**config.mk**
```make
export PLATFORM = sky130hd
export DESIGN_NAME = axis_packet_arbiter_flat
export DESIGN_NICKNAME = d
export VERILOG_FILES = /design/src/rtl/axis_packet_arbiter_if.sv /design/src/rtl/axis_packet_arbiter.sv /design/src/flat_wrapper.sv
export SDC_FILE = /design/constraint.sdc
export NUM_CORES = 1
export LEC_CHECK = 0
export CELL_PAD_IN_SITES_DETAIL_PLACEMENT = 0
export CELL_PAD_IN_SITES_GLOBAL_PLACEMENT = 2
export CORE_ASPECT_RATIO = 0.6
export CORE_MARGIN = 8
export CORE_UTILIZATION = 40
export DETAILED_ROUTE_END_ITERATION = 8
export DONT_BUFFER_PORTS = 1
export PLACE_DENSITY_LB_ADDON = 0.1
export SYNTH_ARGS = -nofsm -noshare
export SYNTH_HDL_FRONTEND = slang
export SYNTH_SLANG_ARGS = --single-unit
export TNS_END_PERCENT = 1
```
**constraint.sdc**
```tcl
create_clock -name aclk -period 5.7 [get_ports aclk]
set_clock_uncertainty 0.05 [all_clocks]
set_input_delay 1.14 -clock aclk [delete_from_list [all_inputs] [get_ports aclk]]
set_output_delay 1.14 -clock aclk [all_outputs]
set_load 0.1 [all_outputs]
```
**src/rtl/axis_packet_arbiter_if.sv**
```systemverilog
// AXI-Stream bundle for the packet arbiter: NUM_PORTS slave streams in, one merged stream out.
// Modport master is the arbiter's view; modport slave is the surrounding sources/sink.
interface axis_packet_arbiter_if #(
  parameter int NUM_PORTS  = 4,
  parameter int DATA_WIDTH = 16,
  parameter int ID_WIDTH   = 2
) ();
  logic [NUM_PORTS*DATA_WIDTH-1:0] s_axis_tdata;
  logic [NUM_PORTS-1:0]            s_axis_tvalid;
  logic [NUM_PORTS-1:0]            s_axis_tlast;
  logic [NUM_PORTS-1:0]            s_axis_tready;
  logic [DATA_WIDTH-1:0]           m_axis_tdata;
  logic                            m_axis_tvalid;
  logic                            m_axis_tlast;
  logic [ID_WIDTH-1:0]             m_axis_tid;
  logic                            m_axis_tready;

  modport master (
    input  s_axis_tdata, s_axis_tvalid, s_axis_tlast,
    output s_axis_tready,
    output m_axis_tdata, m_axis_tvalid, m_axis_tlast, m_axis_tid,
    input  m_axis_tready
  );

  modport slave (
    output s_axis_tdata, s_axis_tvalid, s_axis_tlast,
    input  s_axis_tready,
    input  m_axis_tdata, m_axis_tvalid, m_axis_tlast, m_axis_tid,
    output m_axis_tready
  );
endinterface

```
**src/rtl/axis_packet_arbiter.sv**
```systemverilog
// Round-robin packet arbiter: one cycle from request to grant, one IDLE bubble between packets.
// Granted port is a combinational passthrough; m_axis_tready feeds only that port's s_axis_tready.
module axis_packet_arbiter #(
  parameter int NUM_PORTS  = 4,
  parameter int DATA_WIDTH = 16,
  parameter int ID_WIDTH   = 2
) (
  input  logic                  aclk,
  input  logic                  aresetn,
  axis_packet_arbiter_if.master bus,
  output logic                  busy
);
  localparam int IDX_W = (NUM_PORTS > 1) ? $clog2(NUM_PORTS) : 1;

  typedef enum logic {IDLE, GRANT} state_t;

  state_t                state_q, state_d;
  logic [IDX_W-1:0]      grant_q, grant_d;
  logic [IDX_W-1:0]      last_grant_q, last_grant_d;
  logic [DATA_WIDTH-1:0] hold_data_q, hold_data_d;
  logic                  hold_last_q, hold_last_d;

  logic [DATA_WIDTH-1:0] sel_data;
  logic                  sel_vld;
  logic                  sel_last;

  // First requester strictly after 'last', wrapping modulo NUM_PORTS.
  function automatic logic [IDX_W-1:0] rr_pick(input logic [NUM_PORTS-1:0] req,
                                                input logic [IDX_W-1:0]     last);
    logic [IDX_W-1:0] pick;
    logic             found;
    int               idx;
    pick  = last;
    found = 1'b0;
    for (int off = 1; off <= NUM_PORTS; off++) begin
      idx = (int'(last) + off) % NUM_PORTS;
      if (!found && req[idx]) begin
        pick  = IDX_W'(idx);
        found = 1'b1;
      end
    end
    return pick;
  endfunction

  always_ff @(posedge aclk or negedge aresetn) begin
    if (!aresetn) begin
      state_q      <= IDLE;
      grant_q      <= '0;
      last_grant_q <= IDX_W'(NUM_PORTS - 1);
      hold_data_q  <= '0;
      hold_last_q  <= 1'b0;
    end else begin
      state_q      <= state_d;
      grant_q      <= grant_d;
      last_grant_q <= last_grant_d;
      hold_data_q  <= hold_data_d;
      hold_last_q  <= hold_last_d;
    end
  end

  assign sel_data = bus.s_axis_tdata[int'(grant_q)*DATA_WIDTH +: DATA_WIDTH];
  assign sel_vld  = bus.s_axis_tvalid[grant_q];
  assign sel_last = bus.s_axis_tlast[grant_q];

  assign bus.m_axis_tid = ID_WIDTH'(grant_q);

  always_comb begin
    state_d           = state_q;
    grant_d           = grant_q;
    last_grant_d      = last_grant_q;
    hold_data_d       = hold_data_q;
    hold_last_d       = hold_last_q;
    busy              = 1'b0;
    bus.m_axis_tvalid = 1'b0;
    bus.m_axis_tdata  = hold_data_q;
    bus.m_axis_tlast  = hold_last_q;
    bus.s_axis_tready = '0;

    case (state_q)
      IDLE: begin
        if (|bus.s_axis_tvalid) begin
          grant_d      = rr_pick(bus.s_axis_tvalid, last_grant_q);
          last_grant_d = grant_d;
          state_d      = GRANT;
        end
      end
      GRANT: begin
        busy                       = 1'b1;
        bus.m_axis_tvalid          = sel_vld;
        bus.m_axis_tdata           = sel_data;
        bus.m_axis_tlast           = sel_last;
        bus.s_axis_tready[grant_q] = bus.m_axis_tready;
        // Remember the last presented beat so IDLE keeps showing it.
        if (sel_vld) begin
          hold_data_d = sel_data;
          hold_last_d = sel_last;
        end
        if (sel_vld && bus.m_axis_tready && sel_last) begin
          state_d = IDLE;
        end
      end
      default: state_d = IDLE;
    endcase
  end
endmodule
```
**src/flat_wrapper.sv**
```systemverilog
// flat-port wrapper written by rule: the top's interface ports become plain ports
module axis_packet_arbiter_flat 
#(
  parameter int NUM_PORTS  = 4,
  parameter int DATA_WIDTH = 16,
  parameter int ID_WIDTH   = 2
)
  (aclk, aresetn, busy, bus_s_axis_tdata, bus_s_axis_tvalid, bus_s_axis_tlast, bus_s_axis_tready, bus_m_axis_tdata, bus_m_axis_tvalid, bus_m_axis_tlast, bus_m_axis_tid, bus_m_axis_tready);
  axis_packet_arbiter_if #(.NUM_PORTS(NUM_PORTS), .DATA_WIDTH(DATA_WIDTH), .ID_WIDTH(ID_WIDTH)) bus_i ();
  input  logic aclk;
  input  logic aresetn;
  output logic busy;
  input wire logic [$bits(bus_i.s_axis_tdata)-1:0] bus_s_axis_tdata;
  input wire logic [$bits(bus_i.s_axis_tvalid)-1:0] bus_s_axis_tvalid;
  input wire logic [$bits(bus_i.s_axis_tlast)-1:0] bus_s_axis_tlast;
  output wire logic [$bits(bus_i.s_axis_tready)-1:0] bus_s_axis_tready;
  output wire logic [$bits(bus_i.m_axis_tdata)-1:0] bus_m_axis_tdata;
  output wire logic [$bits(bus_i.m_axis_tvalid)-1:0] bus_m_axis_tvalid;
  output wire logic [$bits(bus_i.m_axis_tlast)-1:0] bus_m_axis_tlast;
  output wire logic [$bits(bus_i.m_axis_tid)-1:0] bus_m_axis_tid;
  input wire logic [$bits(bus_i.m_axis_tready)-1:0] bus_m_axis_tready;
  assign bus_i.s_axis_tdata = bus_s_axis_tdata;
  assign bus_i.s_axis_tvalid = bus_s_axis_tvalid;
  assign bus_i.s_axis_tlast = bus_s_axis_tlast;
  assign bus_s_axis_tready = bus_i.s_axis_tready;
  assign bus_m_axis_tdata = bus_i.m_axis_tdata;
  assign bus_m_axis_tvalid = bus_i.m_axis_tvalid;
  assign bus_m_axis_tlast = bus_i.m_axis_tlast;
  assign bus_m_axis_tid = bus_i.m_axis_tid;
  assign bus_i.m_axis_tready = bus_m_axis_tready;
  axis_packet_arbiter #(.NUM_PORTS(NUM_PORTS), .DATA_WIDTH(DATA_WIDTH), .ID_WIDTH(ID_WIDTH)) u_core (.aclk(aclk), .aresetn(aresetn), .bus(bus_i), .busy(busy));
endmodule
```
==> results, run 1 <==
- The final number of hold-violating endpoints is 0.
- The clock latency reported for the late side of the worst-skew pair is roughly 260 ps.
- After clock tree synthesis, the clock-pin slew on the worst setup and hold paths is around 80 ps.
- The final period utilization is 0.636.
- The tightest slew margin relative to the limit is 0.290.
- The critical path is of the flip-flop to primary output type.
- The overall routed net length is roughly 4500 um.
- The die is 67.3 um tall.
- In the synthesized netlist the dominant register cell turns out to be dfrtp_1.
- The cell chosen for the clock root is clkbuf_8.
- The iteration-0 DRC count of the detailed router is 28.
- The detailed-route via count is 1141.
- Together, buffers and inverters on the worst path number 1.
- The cell area after synthesis is ~1800 sq um.
- The number of antenna violations at the first check in global routing is 0.
- The diode insertion count for antenna repair is 0.
- Setup violations remaining at the end of the flow were counted as 0.
- The critical-path cell with the highest stage delay is mux4_2.
- The core occupancy in the finished layout is 0.457.
- The max-slew violation count came to 0.
- The delay contributed by the slowest stage of the critical path is 610 ps.
- Excluding fillers, the count of instances in the completed layout stands at slightly below 200.
- The number of design rule violations left after detail routing is 0.
- The signal on the critical path passes through buf_4, mux4_2, mux2_2.
- The wire-length estimate of the detail-placed layout is 3540 um.
- The average wire per standard cell is approximately 23 um.
- The post-cts gate resize count is 0.
- The arrival time reported for the critical path endpoint is ~2400 ps.
- The clock tree from TritonCTS is done.
- After global routing the overflow that remains totals 0.
- The count of nets left with antenna violations once routing finished came out at 0.
- Along the worst path, the maximum fanout reaches 16.
- The endpoint kind of the worst setup timing path is a primary output.
- The number of buffers between clock root and the deepest sink is 2.
- Averaged over all synthesized cells, the footprint is around 13 sq um.
- The busiest metal layer after global routing is met2.
- The number of flops mapped to enable cells by yosys is 0.
- Ranked by total cell area, the synthesized netlist is headed by dfrtp_1, mux4_2, mux2_2.
- The number of nets in the synthesized netlist is about 210.
- Setup slack on the worst reg-to-reg path comes out at about 3600 ps.
- The tool flagged a number of max-cap violations equal to 0.
- Buffers added to address setup during post-CTS repair amount to 0.
- The post-synthesis cell type with the largest combined area is dfrtp_1.
- For hold timing, the worst endpoint is u_core.hold_data_q[11]$_DFFE_PN0P_.
- The fmax is 276 MHz.
- The core region is around 4200 sq um.
- The run finished with clean final reports.
- Clock tree synthesis inserted a total of 3 buffers.
- The number of cells on the worst reg-to-reg path is 3.
- After detailed routing, the number of vias per cell comes to between 5 and 6.
- The aggregate negative setup slack is 0 ps.
- Counting instances, the worst hold path has a depth of 1.
- The floorplan has 18 rows.
- The capture point of the worst reg-to-reg path is u_core.hold_data_q[14]$_DFFE_PN0P_.
- Setup repair after global routing left no endpoint under its margin.
- The share of the Yosys chip area taken by registers is 0.315.
- The area enclosed by the die boundary is 6830 sq um.
- The worst min-delay path class is flip-flop to flip-flop.
- Port buffering added 0 buffers.
- Counting I/O delays and the setup requirement, the final critical path takes 3630 ps.
- The global-route track usage on met2 is 0.213.
- The total area of multi-input combinational cells is ~1100 sq um.
- The synthesized design contains 22 register bits.
- The actual slew at the worst max-slew pin is about 1100 ps.
- The cell class contributing the biggest share of worst-path delay is multiplexers.
- Counting flops with an async set or reset pin after synthesis yields a share of 1.00.
- The worst register-to-register path begins at u_core.bus.m_axis_tid[0]$_DFFE_PN0P_.
- The worst setup path is launched from a flip-flop.
- Of the post-synthesis cell area, the dominant cell type holds 0.285.
- The met3 track demand over resource in global routing is 0.0605.
- The data required time of the critical path is 4510 ps.
- For this run, the number of Yosys warnings is 0.
- For this design, the sink count on the clock tree is 22.
- The H-tree depth is 1.
- The net count of the finished layout is between 200 and 250.
- The proportion of layout cells with a drive suffix above 1 is 0.549.
- Counting instances in the post-synthesis netlist gives the leading cell types as mux2_2, dfrtp_1, mux4_2, mux2_4, nor2_1.
- The number of unique standard cell types used by synthesis is 36.
- For this run, the total global-route usage over all layers was measured as 0.126.
- At the end of routability-driven placement, the weighted congestion stood at around 0.76.
- The start point of the worst hold path is u_core.hold_data_q[11]$_DFFE_PN0P_.
- The first detailed-routing pass took 4 iterations.
- The via count of the first global-routing pass came to about 1300.
- For met1 alone, demand over resource in global routing was 0.143.
- Measured along the x axis, the die boundary spans about 100 um.
- The sequential cell area is 557 sq um.
- The area growth from synthesis to final layout is 8.41%.
- Synthesis produced 137 cells.
- The count of boundary I/O pins is 100.
- After filler insertion, the fill cell instance count of the layout stands at 387.
- For this design, the CTS-stage hold fixing added 0 buffers.
- The library cell with the highest instance count after synthesis is mux2_2.
- The pin count of the biggest net entering global routing is 25.
- The number of instances in the placed design is about 190.
- For this configuration, the core starts out at a cell density of 0.421.
- The first global-routing pass estimated just under 7000 um of wire.
[how the worst max path moves through the flow]
stage,start,to,cells past startpoint
after global routing,u_core.bus.m_axis_tid[0]$_DFFE_PN0P_,bus_m_axis_tlast,3
final,u_core.bus.m_axis_tid[0]$_DFFE_PN0P_,bus_m_axis_tlast,3
after CTS,u_core.state_q$_DFF_PN0_,bus_m_axis_tvalid,2
after floorplan,u_core.state_q$_DFF_PN0_,bus_s_axis_tready[0],3
after detailed placement,bus_s_axis_tvalid[3],bus_m_axis_tvalid,3
after global placement,bus_s_axis_tvalid[3],bus_m_axis_tvalid,3
[through the flow]
step / worst slack, ps / hold slack (ps) / cell area [sq um]
2_1_floorplan: 956 / 425 / 1760
3_3_place_gp: 2110 / 436 / 1830
3_5_place_dp: 2090 / 441 / 1830
4_1_cts: 2020 / 461 / 1900
5_1_grt: 1920 / 477 / 1900
6_report: 2070 / 458 / 1900
[cell families (layout without fill, tap and decap cells)]
logic type | after synthesis | in the layout | synth area share
simple gates | 27 | 27 | 0.0855
flops | 22 | 22 | 0.315
mux | 52 | 52 | 0.468
buf+inv | 18 | 14 | 0.0599
compound gates | 18 | 18 | 0.0713
[metal layers]
layer	wire length, um	vias to the layer above
li1	-	520
met5	0	-
met4	27	0
met3	471	2
met2	2180	55
met1	1780	564
[layout make-up]
cell class	instances	share of cell area
well taps	60	0.0394
repair buffers	4	0.0342
flip-flops and latches	22	0.293
inverters	6	0.0118
clock buffers	3	0.0217
clock inverters	1	0.0158
multi-input cells	97	0.584
[flip-flops by register name (all words and copies together), names as in the netlist]
register / flops
u_core.bus.m_axis_tid: 2
u_core.state_q: 1
u_core.hold_last_q: 1
u_core.last_grant_q: 2
u_core.hold_data_q: 16
[layout by cell type, fill, tap and decap left out, types with 2 or more instances in the layout]
cell type,n
dfrtp_2,3
nand3_1,3
dfstp_2,2
dfrtp_1,17
clkbuf_16,2
mux2_4,9
a211oi_1,2
nor2_1,5
o21ai_0,3
nand2b_1,2
a21oi_1,4
mux4_2,18
nor3_2,2
inv_1,6
clkbuf_8,3
nand2_1,4
mux2_2,25
nor2_2,2
buf_4,2
o31ai_1,2
Power of run 1 is not shown: default switching activity piles up to over one toggle a cycle in this logic, so the estimate is an artifact.
==> run 2, diff against run 1 <==
Settings changed: ABC_AREA set to 1, CORE_UTILIZATION 40 to 27.
Clock period 5.7 ns to 3.15 ns, I/O delays scaled along.
==> run 2 against run 1 <==
Compared with the run above:
- register-to-register slack worse by 2500 ps
- count of clock-buffer cells in the layout stayed put
- core utilization is 8.2 points lower
- synthesized cell count is 82% higher
- worst hold slack worse by 320 ps
- routed wire length is 39% higher
- first-iteration DRC count grew to 3.8 times the previous value
- non-clock buffer count is 23 higher
- critical path depth is 4 higher
- global-route usage is 1.2 points higher
==> results, run 2 <==
- Setup repair after global routing left no endpoint under its margin.
- For the worst setup path, the data arrival time is ~1900 ps.
- The total of buffers placed on input and output ports is 0.
- For this configuration, the core starts out at a cell density of 0.274.
- After detailed routing, the average wire length per cell comes to ~17 um.
- The area growth from synthesis to layout is 36.9%.
- The number of design rule violations left after detail routing is 0.
- By instance count, the cell type seen most on the critical path is nand2_1.
- The cell area after synthesis is 1640 sq um.
- The library cell with the highest instance count after synthesis is nand2_1.
- In the post-route analysis, the smallest setup slack over all paths is around 610 ps.
- The number of buffers between clock root and the deepest sink is 2.
- The detailed-route via count is between 1500 and 2000.
- The number of instances in the placed design is approximately 350.
- The clock-pin slew reported for the worst setup and hold paths after clock tree synthesis is 90 ps.
- The number of antenna violations at the first check in global routing came to 0.
- For the finished layout, the period the worst path requires is 2540 ps.
- Setup violations remaining at the end of the flow were counted as 0.
- The share of the Yosys chip area taken by registers is 0.336.
- The final number of hold-violating endpoints was 0.
- The type of the worst setup path is flip-flop to primary output.
- The register with the most flip-flops in the final layout is u_core.hold_data_q.
- The critical-path cell with the highest stage delay is dfrtp_1.
- The run finished with clean final reports.
- In the final layout, the share of cells above drive strength 1 is 0.204.
- In this run the number of H-tree levels came out at 1.
- For the pin with the worst max-slew slack, the measured transition is 959 ps.
- The core occupancy in the finished layout is 0.375.
- The number of filler instances in the final layout is between 600 and 700.
- From left edge to right edge, the die measures ~120 um.
- Grouping stages by cell kind, the critical path spends the most delay in buffers and inverters.
- The worst min-delay path class is primary input to asynchronous set/reset pin.
- The count of yosys warnings during synthesis is 0.
- The sum of net half-perimeters after detailed placement is just under 5000 um.
- Wires add up to around 6200 um.
- The number of flip-flops in the largest register is 16.
- The iteration-0 DRC count of the detailed router is 105.
- In the synthesized netlist, the cells that appear most often are nand2_1, a22oi_1, nand3_1, dfrtp_1, nor2_1.
- The delay contributed by the slowest stage of the critical path is ~430 ps.
- In the synthesized netlist the dominant register cell turns out to be dfrtp_1.
- The worst pin sits at a relative slew slack of 0.358.
- The sink count of the clock tree is 22.
- A synthesized cell averages about 6.6 sq um.
- The diode insertion count for antenna repair is 0.
- In this run, distinct cell masters in the synthesized netlist total 27.
- The die covers just under 9000 sq um.
- The max-slew violation count came to 0.
- The weighted congestion reported at the end of routability-driven placement is between 0.7 and 0.8.
- Global routing finished with a remaining overflow of 0.
- The proportion of netlist area held by the largest area contributor is 0.304.
- Sorting the synthesized cells by area gives the leading types as dfrtp_1, nand2_1, a22oi_1.
- The clock latency reported for the late side of the worst-skew pair is ~270 ps.
- The signal on the critical path passes through inv_1, nand2_1, inv_2, nand2_1, nand4_2, nand2_4, inv_6.
- The worst setup path is captured at a primary output.
- The first-pass detailed-route iteration total is 4.
- The type of origin of the critical path is a flip-flop.
- The via count of the first global-routing pass is ~1800.
- The final period utilization is 0.808.
- The clock tree from TritonCTS is done.
- In the layout the commonest cells are nand2_1, a22oi_1, nand3_1, dfrtp_1, buf_12.
- The pin count of the biggest net entering global routing is 27.
- The total CTS buffers is 3.
- The initialized floorplan defines 22 standard-cell rows.
- Static timing analysis puts the maximum clock frequency at between 300 and 400 MHz.
- The vias per cell is approximately 4.9.
- The net count of the finished layout is ~350.
- The post-synthesis cell type with the largest combined area is dfrtp_1.
- The cell chosen for the clock root is clkbuf_8.
- The count of boundary I/O pins is 100.
- Data on the critical path is required at its endpoint by approximately 2500 ps.
- The area of the core region is roughly 6000 sq um.
- The number of standard cells after synthesis is about 250.
- The total of max-cap violations is 0.
- The number of flops mapped to enable cells by yosys is 0.
- In this run the worst path has a maximum fanout of 26.
- The number of flip-flops and latches in the synthesized netlist is 22.
- The global-route usage over all layers is 0.138.
- The worst path buffer plus inverter count is 3.
- The library cell used most frequently in the layout, excluding fill and tap cells, is nand2_1.
- Prior to clock tree synthesis, the placed netlist has a worst setup slack of 878 ps.
- The global-route wire length before repair is a little under 10000 um.
- Synthesis produced a netlist with a net count of 324.
- The count of antenna-violating nets left after detailed routing is 0.
- The count of non-filler cells in the finished layout is roughly 350.
- The vertical die dimension is around 76 um.
- The proportion of register bits with asynchronous set or reset after synthesis is 1.00.
[run 2: worst register-to-register path: stages, from the launching register on]
cell	delay (ps)
dfrtp_1	430
inv_1	70
nand2_1	80
inv_2	290
nand2_1	110
nand4_2	120
nand2_4	120
inv_6	350
nand3_1	150
o21a_1	130
[run 2: stage by stage]
stage	TNS [ps]	hold slack (ps)	instance area, sq um
final	0	142	2250
after CTS	0	132	2250
after floorplan	-3370	284	1680
after global routing	0	129	2250
after detailed placement	0	285	2170
after global placement	0	285	2170
[run 2: logic make-up (layout without fill, tap and decap cells)]
logic type | Yosys count | after routing | synth area share
buffers and inverters | 21 | 42 | 0.0632
flip-flops | 22 | 22 | 0.336
AO/OA/AOI/OAI | 44 | 44 | 0.189
AND/OR/NAND/NOR | 162 | 162 | 0.412
[run 2: final timing paths]
kind	startpoint	to	slack (ps)	cells past startpoint
max	u_core.bus.m_axis_tid[1]$_DFFE_PN0P_	bus_m_axis_tvalid	610	7
min	aresetn	u_core.last_grant_q[1]$_DFFE_PN1P_	140	0
max reg2reg	u_core.bus.m_axis_tid[1]$_DFFE_PN0P_	u_core.hold_data_q[7]$_DFFE_PN0P_	1130	9
min reg2reg	u_core.hold_data_q[14]$_DFFE_PN0P_	u_core.hold_data_q[14]$_DFFE_PN0P_	440	2
max in group asynchronous	aresetn	u_core.state_q$_DFF_PN0_	1500	1
min in group aclk	u_core.hold_data_q[14]$_DFFE_PN0P_	u_core.hold_data_q[14]$_DFFE_PN0P_	440	2
[run 2: repair_timing]
| item | CTS | global route |
|---|---|---|
| gates resized for setup | 0 | 0 |
| buffers inserted | 0 | 0 |
| hold buffers | 1 | 0 |
| hold endpoints to repair | 20 | 0 |
| endpoints found under the setup margin | 0 | 0 |
[run 2: cell type report]
| type | instances | area [sq um] | share of cell area |
|---|---|---|---|
| multi-input combinational | 206 | 1060 | 0.469 |
| sequential | 22 | 554 | 0.246 |
| timing repair buffer | 27 | 418 | 0.186 |
| tap | 84 | 105 | 0.0467 |
| inverter | 11 | 46.3 | 0.0206 |
| clock buffer | 3 | 41.3 | 0.0183 |
| clock inverter | 1 | 30.0 | 0.0133 |
[run 2: per-layer routing]
metal | vias to the layer above | part of all wire | GRT usage
met5 | - | 0 | 0
met4 | 0 | 0.0027 | 0.0114
met3 | 2 | 0.059 | 0.0372
met2 | 65 | 0.42 | 0.197
met1 | 784 | 0.52 | 0.207
li1 | 883 | - | -
Power of run 2 is left out for the same reason.
==> run 3, diff against run 2 <==
Settings changed: CORE_UTILIZATION 27 to 30.
Clock period 3.15 ns to 2.5 ns, I/O delays scaled along.
==> run 3 against run 2 <==
Compared with the run above:
- die area fell by 8.3%
- first-iteration DRC count fell by 17%
- via count rose by 3.7%
- sequential cell count did not move
- final cell count fell by 3.7%
- critical path depth rose by 1
- global-route usage rose by 0.74 points
- worst setup slack got worse by 460 ps
- worst hold slack got worse by 120 ps
- routed wire length fell by 1.7%
- critical path type unchanged
==> results, run 3 (synthesis results as in run 2) <==
- The number of setup violations in the final report is 0.
- The register name with the most flops is u_core.hold_data_q.
- The sequential cells in the finished layout cover a total of 557 sq um.
- For the worst setup path, the data arrival time is between 1500 and 2000 ps.
- Of the available clock period, the critical path in the final layout requires 0.943.
- Buffers inserted during clock tree synthesis total 3.
- Across every metal layer, demand over resource in global routing totals 0.146.
- In this run the worst path has a maximum fanout of 18.
- In the routed design, unresolved DRC markers number 0.
- The repair_antennas step left the layout with diodes totalling 0.
- For this design, the sink count on the clock tree is 22.
- The max-slew violation count is 0.
- The first global-routing pass estimated between 9000 and 10000 um of wire.
- The data required time of the critical path is between 1500 and 2000 ps.
- The worst min-delay path class is primary input to asynchronous set/reset pin.
- For this design, the slowest cell found on the critical path is dfrtp_2.
- The pin count of the biggest net entering global routing is 27.
- The delay contributed by the slowest stage of the critical path is approximately 440 ps.
- The actual slew at the worst max-slew pin is 968 ps.
- The most frequent cell on the critical path is nand2_1.
- In this run the critical register-to-register path is captured at u_core.hold_data_q[8]$_DFFE_PN0P_.
- The register with the most flip-flops in the layout has 16 of them.
- The sum of net half-perimeters after detailed placement is between 4000 and 5000 um.
- The endpoint kind of the worst setup timing path is a primary output.
- In this run the register-to-register setup slack is 560 ps.
- After clock tree synthesis, the clock-pin slew on the worst setup and hold paths is 80 ps.
- The total of max-cap violations is 0.
- TritonCTS built the clock tree.
- The width of the die is between 100 and 150 um.
- The area of the core region is 5440 sq um.
- The row count is 21.
- CTS built an H-tree with a depth of 1.
- The starting utilization of the core area is 0.302.
- The cell chosen for the clock root is clkbuf_8.
- In the final timing run, aggregate negative setup slack is 0 ps.
- For this block, the via count after detailed routing is ~1800.
- The slack of the critical path is 141 ps.
- For this run, the detailed router's first-pass iteration total came to 5.
- Once detail routing completed, the nets flagged for antenna violations numbered 0.
- The final number of hold-violating endpoints is 0.
- Walking the worst path, the cells encountered are inv_1, nand2_1, inv_2, a22oi_1, nand3_1, nand2_1, nand2_1, buf_12.
- The total area of multi-input combinational cells is around 1100 sq um.
- The final layout contains routed wiring with a total length of approximately 6000 um.
- Leaving out fill and tap cells, the most frequent cell in the layout is nand2_1.
- In the final layout, the share of cells above drive strength 1 is 0.217.
- From synthesis to final layout, the design area changed by 43.8%.
- The number of antenna violations at the first check in global routing is 0.
- The die covers between 8000 and 9000 sq um.
- For the worst-skew pair, the clock arrives at the later sink with an insertion delay of approximately 260 ps.
- Counting cells, the worst reg-to-reg path comes to 9.
- Summed over all layers, the global routing overflow is 0.
- The net count of the finished layout is roughly 350.
- The number of filler instances in the final layout is roughly 570.
- The setup slack after placement is between 300 and 400 ps.
- Headroom to the max-slew limit came out at 0.353.
- Setup repair after global routing left no endpoint under its margin.
- The cell class contributing the biggest share of worst-path delay is buffers and inverters.
- The type of the worst setup path is flip-flop to primary output.
- Buffers added to address setup during post-CTS repair amount to 0.
- For this design the top-level I/O count stands at 100.
- The worst path buffer plus inverter count is 3.
- The worst setup path is launched from a flip-flop.
- The core occupancy in the finished layout is 0.435.
- The total of buffers placed on input and output ports is 0.
- The summed area of non-filler cells in the final layout is about 2400 sq um.
- The run finished with clean final reports.
- Dividing the detail-routed wire length by the instance count gives 17.9 um.
- The longest clock path from root to sink contains 2 buffers.
- The vertical die dimension is ~73 um.
- The fmax is about 420 MHz.
- The instance area at placement is ~2300 sq um.
- In this run the critical register-to-register path is launched from u_core.bus.m_axis_tid[1]$_DFFE_PN0P_.
- The weighted congestion reported at the end of routability-driven placement is a little under 0.8.
- The via count of the first global-routing pass is around 1800.
- After layout, the minimum clock period comes to around 2400 ps.
- In the routed layout, each cell is associated on average with a via count of around 5.3.
- The iteration-0 DRC count of the detailed router is 87.
- The library cells used most frequently in the layout, excluding fill and tap cells, are nand2_1, a22oi_1, nand3_1, buf_12, dfrtp_1.
[run 3: cell types whose count changed in the layout (fill, tap and decap cells not counted), sizes merged]
cell | before | now
clkbuf | 3 | 4
buf | 26 | 28
bufinv | 1 | 0
[run 3: layout make-up]
cell class | instances | share of cell area
Multi-Input combinational cell | 206 | 0.484
Tap cell | 69 | 0.0365
Timing Repair Buffer | 29 | 0.204
Inverter | 11 | 0.0206
Sequential cell | 22 | 0.236
Clock buffer | 4 | 0.0191
[run 3: how the worst max path moves through the flow]
stage	from	end	slack, ps	cells past startpoint
3_3_place_gp	u_core.bus.m_axis_tid[1]$_DFFE_PN0P_	bus_m_axis_tvalid	420	7
2_1_floorplan	u_core.state_q$_DFF_PN0_	bus_s_axis_tready[0]	-210	3
3_5_place_dp	u_core.bus.m_axis_tid[1]$_DFFE_PN0P_	bus_m_axis_tvalid	380	7
5_1_grt	u_core.bus.m_axis_tid[1]$_DFFE_PN0P_	bus_m_axis_tdata[4]	4	8
4_1_cts	u_core.bus.m_axis_tid[1]$_DFFE_PN0P_	bus_m_axis_tvalid	90	7
6_report	u_core.bus.m_axis_tid[1]$_DFFE_PN0P_	bus_m_axis_tdata[4]	140	8
[run 3: worst reg2reg max path, cell delays in order, from the launching register on]
cell and delay, ps:
dfrtp_2 440, inv_1 60, nand2_1 100, inv_2 290, nand2_1 110, nand4_2 120
nand2_4 120, inv_8 280, nand3_1 130, o21a_1 120
[run 3: timing repair]
| action | 4_1_cts | 5_1_grt |
|---|---|---|
| hold buffers | 1 | 0 |
| hold endpoints to repair | 20 | 0 |
| gates resized for setup | 0 | 1 |
| endpoints found under the setup margin | 0 | 1 |
[run 3: through the flow]
step           std cells  hold WS, ps
6_report             341         20.7
5_1_grt              341         2.22
4_1_cts              341         10.0
3_5_place_dp         336          155
3_3_place_gp         336          155
2_1_floorplan        249          154
[run 3: per-layer routing]
| metal | track usage | part of all wire |
|---|---|---|
| met1 | 0.208 | 0.49 |
| met3 | 0.0369 | 0.055 |
| met2 | 0.219 | 0.45 |
| met4 | 0.0195 | 0.0025 |
| met5 | 0 | 0 |
Power of run 3 is left out for the same reason.
